[config.mk]
export PLATFORM = sky130hd
export DESIGN_NAME = asng_keystream_ctrl
export DESIGN_NICKNAME = d
export VERILOG_FILES = /design/src/rtl/asng_pkg.sv /design/src/rtl/asng_lfsr_en.sv /design/src/rtl/asng_keystream_ctrl.sv
export SDC_FILE = /design/constraint.sdc
export NUM_CORES = 1
export LEC_CHECK = 0
export BUFFER_PORTS_ARGS = -buffer_cell sky130_fd_sc_hd__buf_2
export CORE_MARGIN = 4
export CORE_UTILIZATION = 49
export CTS_BUF_LIST = sky130_fd_sc_hd__clkbuf_4 sky130_fd_sc_hd__clkbuf_8 sky130_fd_sc_hd__clkbuf_16
export CTS_CLUSTER_DIAMETER = 60
export DETAILED_ROUTE_END_ITERATION = 8
export GPL_TIMING_DRIVEN = 0
export PLACE_DENSITY = 0.7
export SLEW_MARGIN = 10
export SYNTH_ARGS = -nofsm -noshare
export SYNTH_HDL_FRONTEND = slang
export SYNTH_HIERARCHICAL = 1
export SYNTH_SLANG_ARGS = --single-unit
[constraint.sdc]
create_clock -name clk -period 4 [get_ports clk]
set_input_delay 0.4 -clock clk [delete_from_list [all_inputs] [get_ports clk]]
set_output_delay 0.4 -clock clk [all_outputs]
set_load 0.01 [all_outputs]
[src/rtl/asng_pkg.sv]
// Shared types, tap masks and the LFSR step function
// for the alternating stop-and-go keystream controller.
package asng_pkg;

  typedef enum logic [1:0] {
    ST_IDLE,
    ST_WARMUP,
    ST_RUN
  } state_e;

  // Tap masks: bit i set means r[i] feeds the XOR.
  // r1: 31,21,1,0  r2: 31,29,25,24  r3: 31,30,29,9
  localparam logic [31:0] TAPS_R1 = 32'h8020_0003;
  localparam logic [31:0] TAPS_R2 = 32'hA300_0000;
  localparam logic [31:0] TAPS_R3 = 32'hE000_0200;

  localparam logic [31:0] ZERO_SUB = 32'h0000_0001;

  function automatic logic [31:0] lfsr_step(
    input logic [31:0] r,
    input logic [31:0] taps
  );
    return {r[30:0], ^(r & taps)};
  endfunction

endpackage

[src/rtl/asng_lfsr_en.sv]
// 32-bit Fibonacci LFSR with clear > load > enable priority.
// Ports: clk, rst_n, clr_i, load_i, load_val_i, en_i, msb_o.
module asng_lfsr_en
  import asng_pkg::*;
#(
  parameter logic [31:0] TAPS = TAPS_R1
) (
  input  logic        clk,
  input  logic        rst_n,
  input  logic        clr_i,
  input  logic        load_i,
  input  logic [31:0] load_val_i,
  input  logic        en_i,
  output logic        msb_o
);

  logic [31:0] state_q, state_d;

  always_comb begin
    state_d = state_q;
    if (clr_i)       state_d = '0;
    else if (load_i) state_d = load_val_i;
    else if (en_i)   state_d = lfsr_step(state_q, TAPS);
  end

  always_ff @(posedge clk or negedge rst_n) begin
    if (!rst_n) state_q <= '0;
    else        state_q <= state_d;
  end

  assign msb_o = state_q[31];

endmodule

[src/rtl/asng_keystream_ctrl.sv]
// Seeds, warms up and steps a stop-and-go keystream generator,
// packing bits MSB-first into OUT_W-bit words on a valid/ready port.
// Ports: clk, rst (async low), start, stop, seed1..3, ks_data,
// ks_valid, ks_ready, busy, seed_err.
// Option: ASNG_ZERO_GUARD_EN substitutes zero seeds with 1.
module asng_keystream_ctrl
  import asng_pkg::*;
#(
  parameter int WARMUP = 64,
  parameter int OUT_W  = 8
) (
  input  logic             clk,
  input  logic             rst,
  input  logic             start,
  input  logic             stop,
  input  logic [31:0]      seed1,
  input  logic [31:0]      seed2,
  input  logic [31:0]      seed3,
  output logic [OUT_W-1:0] ks_data,
  output logic             ks_valid,
  input  logic             ks_ready,
  output logic             busy,
  output logic             seed_err
);

  localparam int WCW = (WARMUP > 1) ? $clog2(WARMUP) : 1;
  localparam int CW  = $clog2(OUT_W + 1);
  localparam logic [CW-1:0]  FULL  = CW'(OUT_W);
  localparam logic [CW-1:0]  LAST  = CW'(OUT_W - 1);
  localparam logic [WCW-1:0] WINIT = WCW'(WARMUP - 1);

  state_e state_q, state_d;

  logic [WCW-1:0]   wcnt_q, wcnt_d;
  logic [CW-1:0]    cnt_q, cnt_d;
  logic [OUT_W-1:0] pk_q, pk_d;
  logic [OUT_W-1:0] data_q, data_d;
  logic             valid_q, valid_d;
  logic             err_q, err_d;

  logic             load, step, in_run;
  logic             full, out_free, ks_bit;
  logic             r1_msb, r2_msb, r3_msb;
  logic [31:0]      ld1, ld2, ld3;
  logic [OUT_W-1:0] word;

  assign load     = (state_q == ST_IDLE) & start & !stop;
  assign in_run   = (state_q == ST_RUN);
  assign full     = (cnt_q == FULL);
  assign out_free = !valid_q | ks_ready;
  // Freeze only when a finished word waits behind a held output.
  assign step     = !stop & ((state_q == ST_WARMUP) |
                    (in_run & !(full & !out_free)));
  assign ks_bit   = r2_msb ^ r3_msb;
  assign word     = {pk_q[OUT_W-2:0], ks_bit};

`ifdef ASNG_ZERO_GUARD_EN
  assign ld1 = (seed1 == '0) ? ZERO_SUB : seed1;
  assign ld2 = (seed2 == '0) ? ZERO_SUB : seed2;
  assign ld3 = (seed3 == '0) ? ZERO_SUB : seed3;
`else
  assign ld1 = seed1;
  assign ld2 = seed2;
  assign ld3 = seed3;
`endif

  asng_lfsr_en #(.TAPS(TAPS_R1)) u_r1 (
    .clk(clk), .rst_n(rst), .clr_i(stop), .load_i(load),
    .load_val_i(ld1), .en_i(step), .msb_o(r1_msb)
  );

  asng_lfsr_en #(.TAPS(TAPS_R2)) u_r2 (
    .clk(clk), .rst_n(rst), .clr_i(stop), .load_i(load),
    .load_val_i(ld2), .en_i(step & r1_msb), .msb_o(r2_msb)
  );

  asng_lfsr_en #(.TAPS(TAPS_R3)) u_r3 (
    .clk(clk), .rst_n(rst), .clr_i(stop), .load_i(load),
    .load_val_i(ld3), .en_i(step & !r1_msb), .msb_o(r3_msb)
  );

  always_ff @(posedge clk or negedge rst) begin
    if (!rst) state_q <= ST_IDLE;
    else      state_q <= state_d;
  end

  always_comb begin
    state_d = state_q;
    if (stop) begin
      state_d = ST_IDLE;
    end else begin
      unique case (state_q)
        ST_IDLE:   if (start) state_d = ST_WARMUP;
        ST_WARMUP: if (wcnt_q == '0) state_d = ST_RUN;
        ST_RUN:    state_d = ST_RUN;
        default:   state_d = ST_IDLE;
      endcase
    end
  end

  always_comb begin
    busy = (state_q != ST_IDLE);
  end

  always_comb begin
    wcnt_d = wcnt_q;
    err_d  = err_q;
    if (stop) begin
      wcnt_d = '0;
    end else if (load) begin
      wcnt_d = WINIT;
      err_d  = (seed1 == '0) | (seed2 == '0) | (seed3 == '0);
    end else if (state_q == ST_WARMUP && wcnt_q != '0) begin
      wcnt_d = wcnt_q - WCW'(1);
    end
  end

  always_comb begin
    pk_d    = pk_q;
    cnt_d   = cnt_q;
    data_d  = data_q;
    valid_d = valid_q & !ks_ready;
    if (stop) begin
      pk_d    = '0;
      cnt_d   = '0;
      valid_d = 1'b0;
    end else if (in_run) begin
      if (full) begin
        // Parked word leaves; this cycle's bit starts a new word.
        if (out_free) begin
          data_d  = pk_q;
          valid_d = 1'b1;
          pk_d    = {{(OUT_W-1){1'b0}}, ks_bit};
          cnt_d   = CW'(1);
        end
      end else if (cnt_q == LAST) begin
        if (out_free) begin
          data_d  = word;
          valid_d = 1'b1;
          pk_d    = '0;
          cnt_d   = '0;
        end else begin
          pk_d  = word;
          cnt_d = FULL;
        end
      end else begin
        pk_d  = word;
        cnt_d = cnt_q + CW'(1);
      end
    end
  end

  always_ff @(posedge clk or negedge rst) begin
    if (!rst) begin
      wcnt_q  <= '0;
      cnt_q   <= '0;
      pk_q    <= '0;
      data_q  <= '0;
      valid_q <= 1'b0;
      err_q   <= 1'b0;
    end else begin
      wcnt_q  <= wcnt_d;
      cnt_q   <= cnt_d;
      pk_q    <= pk_d;
      data_q  <= data_d;
      valid_q <= valid_d;
      err_q   <= err_d;
    end
  end

  assign ks_data  = data_q;
  assign ks_valid = valid_q;
  assign seed_err = err_q;

endmodule
# == Word level (Yosys, flattened, before mapping) ==
# Index checks and enable logic that the tools add are counted.
# totals
reg_bits,126
latch_bits,0
ramBits,0
mem_bits_ro,0
input_bits,101
output_inout_bits,11
word_cells,97
n_memories,0
# classes
n_addsub,2
mul,0
div_mod_pow,0
n_lt_le_gt_ge,0
n_eq_ne,7
n_shift,0
muxes,37
bitwise_logic,14
reduce_logical,27
# op_table
operator,n
32-bit 2-to-1 mux,9
32-bit logical NOT,3
32-bit XOR reduction,3
8-bit 2-to-1 mux,10
4-bit 2-to-1 mux,6
6-bit 2-to-1 mux,3
3-bit nonzero test,4
1-bit AND,8
1-bit logical NOT,6
6-bit logical NOT,1
2-bit 2-to-1 mux,3
3-bit inequality test (second input constant),2
2-bit case mux with 3 select lines,1
2-bit AND reduction,3
2-bit nonzero test,3
6-bit nonzero test,1
6-bit by 1-bit subtractor with 6-bit output (second input constant),1
1-bit 2-to-1 mux,5
4-bit by 1-bit adder with 4-bit output (second input constant),1
4-bit by 3-bit == test with 1-bit output (second input constant),1
4-bit == test (second input constant),1
1-bit OR,4
4-bit AND reduction,1
3-bit by 2-bit inequality test with 1-bit output (second input constant),1
other kinds (6),6

# == Depth between registers and ports, before layout ==
# depth
ltp_word,12
depth_mapped,11
depth_no_buf,9

# == Cells and area by module ==
# The synthesis kept the hierarchy.
# by_module_without_submodules
mod,n_inst,cells_per_inst,area_each_um2,seq_area_each_um2
asng_lfsr_en at u_r2 ...,2,146,1853.0,800.8
asng_keystream_ctrl,1,192,1795.5,750.7
asng_lfsr_en at u_r1,1,141,1695.4,800.8

# == Worst setup path before layout ==
# No wires, ideal clock.
# synth_path
kind,register to register
from,register cnt_q[0]
to,register u_r2.state_q[10]
setup_time_ns,0.132
t_arrival_ns,2.034
t_required_ns,3.868
slack_ns,1.834
path_stages_with_launch,12
path_buffers,2
synth_period_minus_slack_ns,2.166
cell_sequence,dfrtp_1 inv_1 ha_1 nand3b_1 o21ai_2 a21oi_1 and2_1 buf_6 buf_12 mux2_4 mux2i_1 nor2_1
# synth_between
elab_chain_cells,8
# synth_lines
item,line_no,source
start: declaration,asng_keystream_ctrl.sv:35,"logic [CW-1:0] cnt_q, cnt_d;"
start signal: assignment,asng_keystream_ctrl.sv:163,cnt_q <= cnt_d;
4-bit == test,asng_keystream_ctrl.sv:49,assign full = (cnt_q == FULL);
1-bit AND,asng_keystream_ctrl.sv:53,(in_run & !(full & !out_free)));
1-bit logical NOT,asng_keystream_ctrl.sv:53,
1-bit AND,asng_keystream_ctrl.sv:53,
1-bit OR,asng_keystream_ctrl.sv:52,assign step = !stop & ((state_q == ST_WARMUP) |
1-bit AND,asng_keystream_ctrl.sv:52,
via step,asng_keystream_ctrl.sv:41,"logic load, step, in_run;"
1-bit AND,asng_keystream_ctrl.sv:74,".load_val_i(ld2), .en_i(step & r1_msb), .msb_o(r2_msb)"
3-bit nonzero test (no line),n/a,
end signal: assignment,asng_lfsr_en.sv:28,else state_q <= state_d;
end: declaration,asng_lfsr_en.sv:17,"logic [31:0] state_q, state_d;"
# The timed path passes the listed nets, and every way through them passes these cells.
# A chain may end at the register's enable or synchronous reset.

# == Final worst setup path ==
# layout_path
from,register cnt_q[0]
to,register u_r1.state_q[19]
# layout_between
elab_chain_cells,7
# layout_lines
item,line_no
4-bit == test,asng_keystream_ctrl.sv:49
1-bit AND,asng_keystream_ctrl.sv:53
1-bit logical NOT,asng_keystream_ctrl.sv:53
1-bit AND,asng_keystream_ctrl.sv:53
1-bit OR,asng_keystream_ctrl.sv:52
1-bit AND,asng_keystream_ctrl.sv:52
via step,asng_keystream_ctrl.sv:41
3-bit nonzero test (no line),n/a
end signal: assignment,asng_lfsr_en.sv:28
end: declaration,asng_lfsr_en.sv:17
# The timed path passes the listed nets, and every way through them passes these cells.

==> impl_metrics.py <==
metrics = {
    "clocking": {
        "cts_buffer_depth": 2,
        "ctsResizeCount": 0,
        "cts.root.buffer_cell": "clkbuf_16",
        "cts_tree": "done",
        "clock_latency_ps": 420,
        "clkTransAtPathRegs_ps": 60,
        "cts_hold_buf": 1,
        "cts_made_buffers": 17,
        "clock_sinks": 126,
        "cts-htree-levels": 4,
        "cts_setup_buffers": 0,
    },
    "sta": {
        "tightestPinTransition_ps": 553,
        "setup_viol": 0,
        "layout_setup_ws_ps": 1510,
        "rsz0062_at_grt": "false",
        "drv_slew": 0,
        "setup_tns_ps": 0,
        "layout_min_cycle_time_ps": 2490,
        "fin_crit_sh_pct": 62.2,
        "skew_ps": 11.8,
        "hold_viol": 0,
        "fmax_mhz": 402,
        "slew-limit-headroom_pct": 63.1,
    },
    "setup_path": {
        "critical_path_required_ps": 4290,
        "cp_top_family": "buffers and inverters",
        "cp_num_buf_inv": 3,
        "slowest_stage": "dfrtp_1",
        "r2r_end": "u_r1/state_q[19]$_DFFE_PN0P_",
        "reg2reg_from": "cnt_q[0]$_DFFE_PN0P_",
        "cp-end-kind": "register",
        "cp.arrival_ps": 2780,
        "reg2regPathDepth": 10,
        "cpPeakStageDelay_ps": 390,
        "rrSetupSlack_ps": 1510,
        "start_kind": "register",
        "setup.worst_path.class": "register to register",
        "worstPathCellList": "inv_1 -> ha_1 -> nand3b_1 -> o21ai_2 -> a21oi_1 -> clkbuf_1 -> buf_2 -> mux2_1 -> mux2i_1 -> nor2_1",
        "crit_fanout": 10,
    },
    "detailed_routing": {
        "viasPerCell": 5.36,
        "drt_iter0_markers": 255,
        "post-route-drc-count": 0,
        "first_pass_iters": 4,
        "detail-route-antenna-nets": 0,
        "num_vias": 5114,
        "drt_wl_total_microns": 15700,
        "route.detailed.wl_per_inst_microns": 16.5,
    },
    "synthesis": {
        "synth_edf_count": 0,
        "ys_types": 53,
        "netlist_instances": 625,
        "ys_seq_elements": 126,
        "syn_area_per_cell_sq_um": 11.5,
        "syn_nets": 733,
        "ys_seq_area_share_pct": 43.8,
        "ys.flop_type": "dfrtp_1",
        "yosys_warnings": 6,
        "async_flop_share_pct": 100,
        "synth_area_sq_um": 7200,
    },
    "place": {
        "dp.final_hpwl_microns": 11400,
        "place_ws_ps": 1500,
        "gp_congestion": 0.816,
        "port_buffers": 111,
    },
    "min_path": {
        "hold_start": "seed1[10]",
        "min_to": "u_r1/state_q[10]$_DFFE_PN0P_",
        "min_path_cells": 3,
        "hold_path_class": "primary input to register",
    },
    "final_layout": {
        "syn_to_final_growth_pct": 20.2,
        "antenna_cells": 0,
        "final_nets": 865,
        "drive_gt1_share_pct": 33.9,
    },
    "global_routing": {
        "first_global_vias": 5338,
        "grt_max_degree": 71,
        "grt_antenna_before_repair": 0,
        "overflow": 0,
        "grt_pass1_wl_microns": 25900,
        "grt_usage_pct": 19.5,
    },
    "power": {
        "seqPwrFrac_pct": 36.6,
        "power.share.clock_pct": 40.1,
        "p_sw_share_pct": 27.5,
        "power_density_nw_per_um2": 467,
        "vdd_drop_max_v": 0.000308,
        "p_sw_mw": 1.11,
        "p_leak_nw": 4.04,
        "p_comb_share_pct": 23.3,
        "p_int_mw": 2.93,
    },
    "floorplanning": {
        "design.core.area_sq_um": 14500,
        "start_util_pct": 49.7,
        "io_pins": 112,
        "rows": 44,
        "die_area_sq_um": 16700,
        "die_h_microns": 129,
        "die_w_microns": 129,
    },
    "run_status": {
        "status": "finished clean",
    },
    "flow_run": {
        "maxCapViolCount": 0,
    },
}
## power by group through the flow
stage | combinational [mW] | clock [mW] | sequential, mW
floorplan | 0.716 | 0 | 1.48
global placement | 0.908 | 0 | 1.49
detailed placement | 0.940 | 0 | 1.50
CTS | 0.949 | 1.65 | 1.48
global route | 1.03 | 1.71 | 1.50
finish | 0.941 | 1.62 | 1.48
## worst min-delay path, stage by stage
cell,delay [ps]
buf_2,90
mux2i_1,60
nor2_1,70
## how the worst max path moves through the flow
stage                              endpoint                   start  slack, ps  depth (start not counted)
2_1_floorplan  u_r2/state_q[10]$_DFFE_PN0P_    cnt_q[0]$_DFFE_PN0P_       1830                         11
3_3_place_gp   u_r3/state_q[14]$_DFFE_PN0P_                     rst        850                          1
3_5_place_dp   u_r1/state_q[20]$_DFFE_PN0P_  state_q[0]$_DFFE_PN0P_       1500                          9
4_1_cts        u_r1/state_q[20]$_DFFE_PN0P_  state_q[0]$_DFFE_PN0P_       1470                          9
5_1_grt        u_r1/state_q[20]$_DFFE_PN0P_  state_q[0]$_DFFE_PN0P_       1290                          9
6_report       u_r1/state_q[19]$_DFFE_PN0P_    cnt_q[0]$_DFFE_PN0P_       1510                         10
## routing by layer
layer	wire length [microns]	GRT usage, %	part of all wire (%)
met5	0	0	0
met3	617	3.96	3.9
met4	215	6.98	1.4
met2	7610	31.4	48
met1	7290	26.4	46
## synthesized netlist by cell type, types with 2 or more instances
library cell / instances / area share, %
a211oi_1: 2 / 0.21
buf_12: 6 / 1.7
clkbuf_1: 14 / 0.73
o21ai_2: 2 / 0.24
nor2_1: 109 / 5.7
a22o_1: 6 / 0.73
xor2_1: 6 / 0.73
mux2_4: 56 / 12
a31oi_1: 12 / 1.0
buf_2: 8 / 0.56
nand2_1: 24 / 1.3
buf_4: 8 / 0.83
nand4_1: 8 / 0.70
nor3_1: 2 / 0.14
inv_1: 14 / 0.73
nor2b_1: 2 / 0.17
a21oi_1: 10 / 0.70
mux2_2: 22 / 3.4
nand2b_1: 3 / 0.26
mux2i_1: 95 / 13
xnor2_1: 5 / 0.61
buf_6: 4 / 0.63
o211ai_1: 3 / 0.31
ha_1: 7 / 1.2
nor4b_1: 2 / 0.24
dfrtp_1: 126 / 44
mux2_1: 15 / 2.3
o21ai_0: 6 / 0.42
nor4_1: 24 / 2.1
## placed cells by master (no fill, tap or decap), types with 3 or more instances in the layout
cell       instances
clkbuf_8           4
dfrtp_1          126
mux2_4            56
nand2_1           24
xor2_1             6
buf_2            118
mux2_1            15
a22o_1             6
ha_1               7
inv_1             14
buf_4              8
a31oi_1           12
xnor2_1            5
o211ai_1           3
clkbuf_16         17
nor2_1           109
clkbuf_4           3
clkbuf_1          14
nand4_1            8
nor4_1            24
clkinv_4           3
buf_6              5
a21oi_1           10
nand2b_1           3
buf_12             6
mux2i_1           95
bufinv_16          3
mux2_2            22
o21ai_0            6
## metrics by stage
stage	power, mW	utilization [%]	cells	cell area, sq um	hold WS, ps
after detailed placement	2.44	55.4	921	8020	406
after global placement	2.40	55.1	920	7980	492
final	4.04	59.7	954	8650	244
after CTS	4.08	59.7	954	8650	237
after global routing	4.23	59.7	954	8650	241
after floorplan	2.19	-	625	7200	104
## state kept, by name, indices dropped and copies added, names as in the netlist
signal and count:
ks_valid 1, seed_err 1, pk_q 8, cnt_q 4, u_r3/state_q 32, u_r2/state_q 32
u_r1/state_q 32, wcnt_q 6, state_q 2, ks_data 8
## area by class of cell
class                           instances  area [sq um]
Buffer                                 41           332
Timing Repair Buffer                  113           599
Clock inverter                          9           134
Sequential cell                       126          3150
Fill cell                            1196          5830
Clock buffer                           23           489
Multi-Input combinational cell        444          3660
Inverter                               14          52.6
Tap cell                              184           230
## kinds of logic (layout without fill, tap and decap cells)
family / Yosys count / after routing / synth area share (%)
mux: 188 / 188 / 30.7
xor+xnor: 12 / 12 / 1.67
fa+ha+maj: 7 / 7 / 1.22
compound gates: 51 / 51 / 5.20
buf+inv: 55 / 200 / 5.34
flops: 126 / 126 / 43.8
simple gates: 186 / 186 / 12.1
Note: power is estimated with default switching activity, not from simulation.
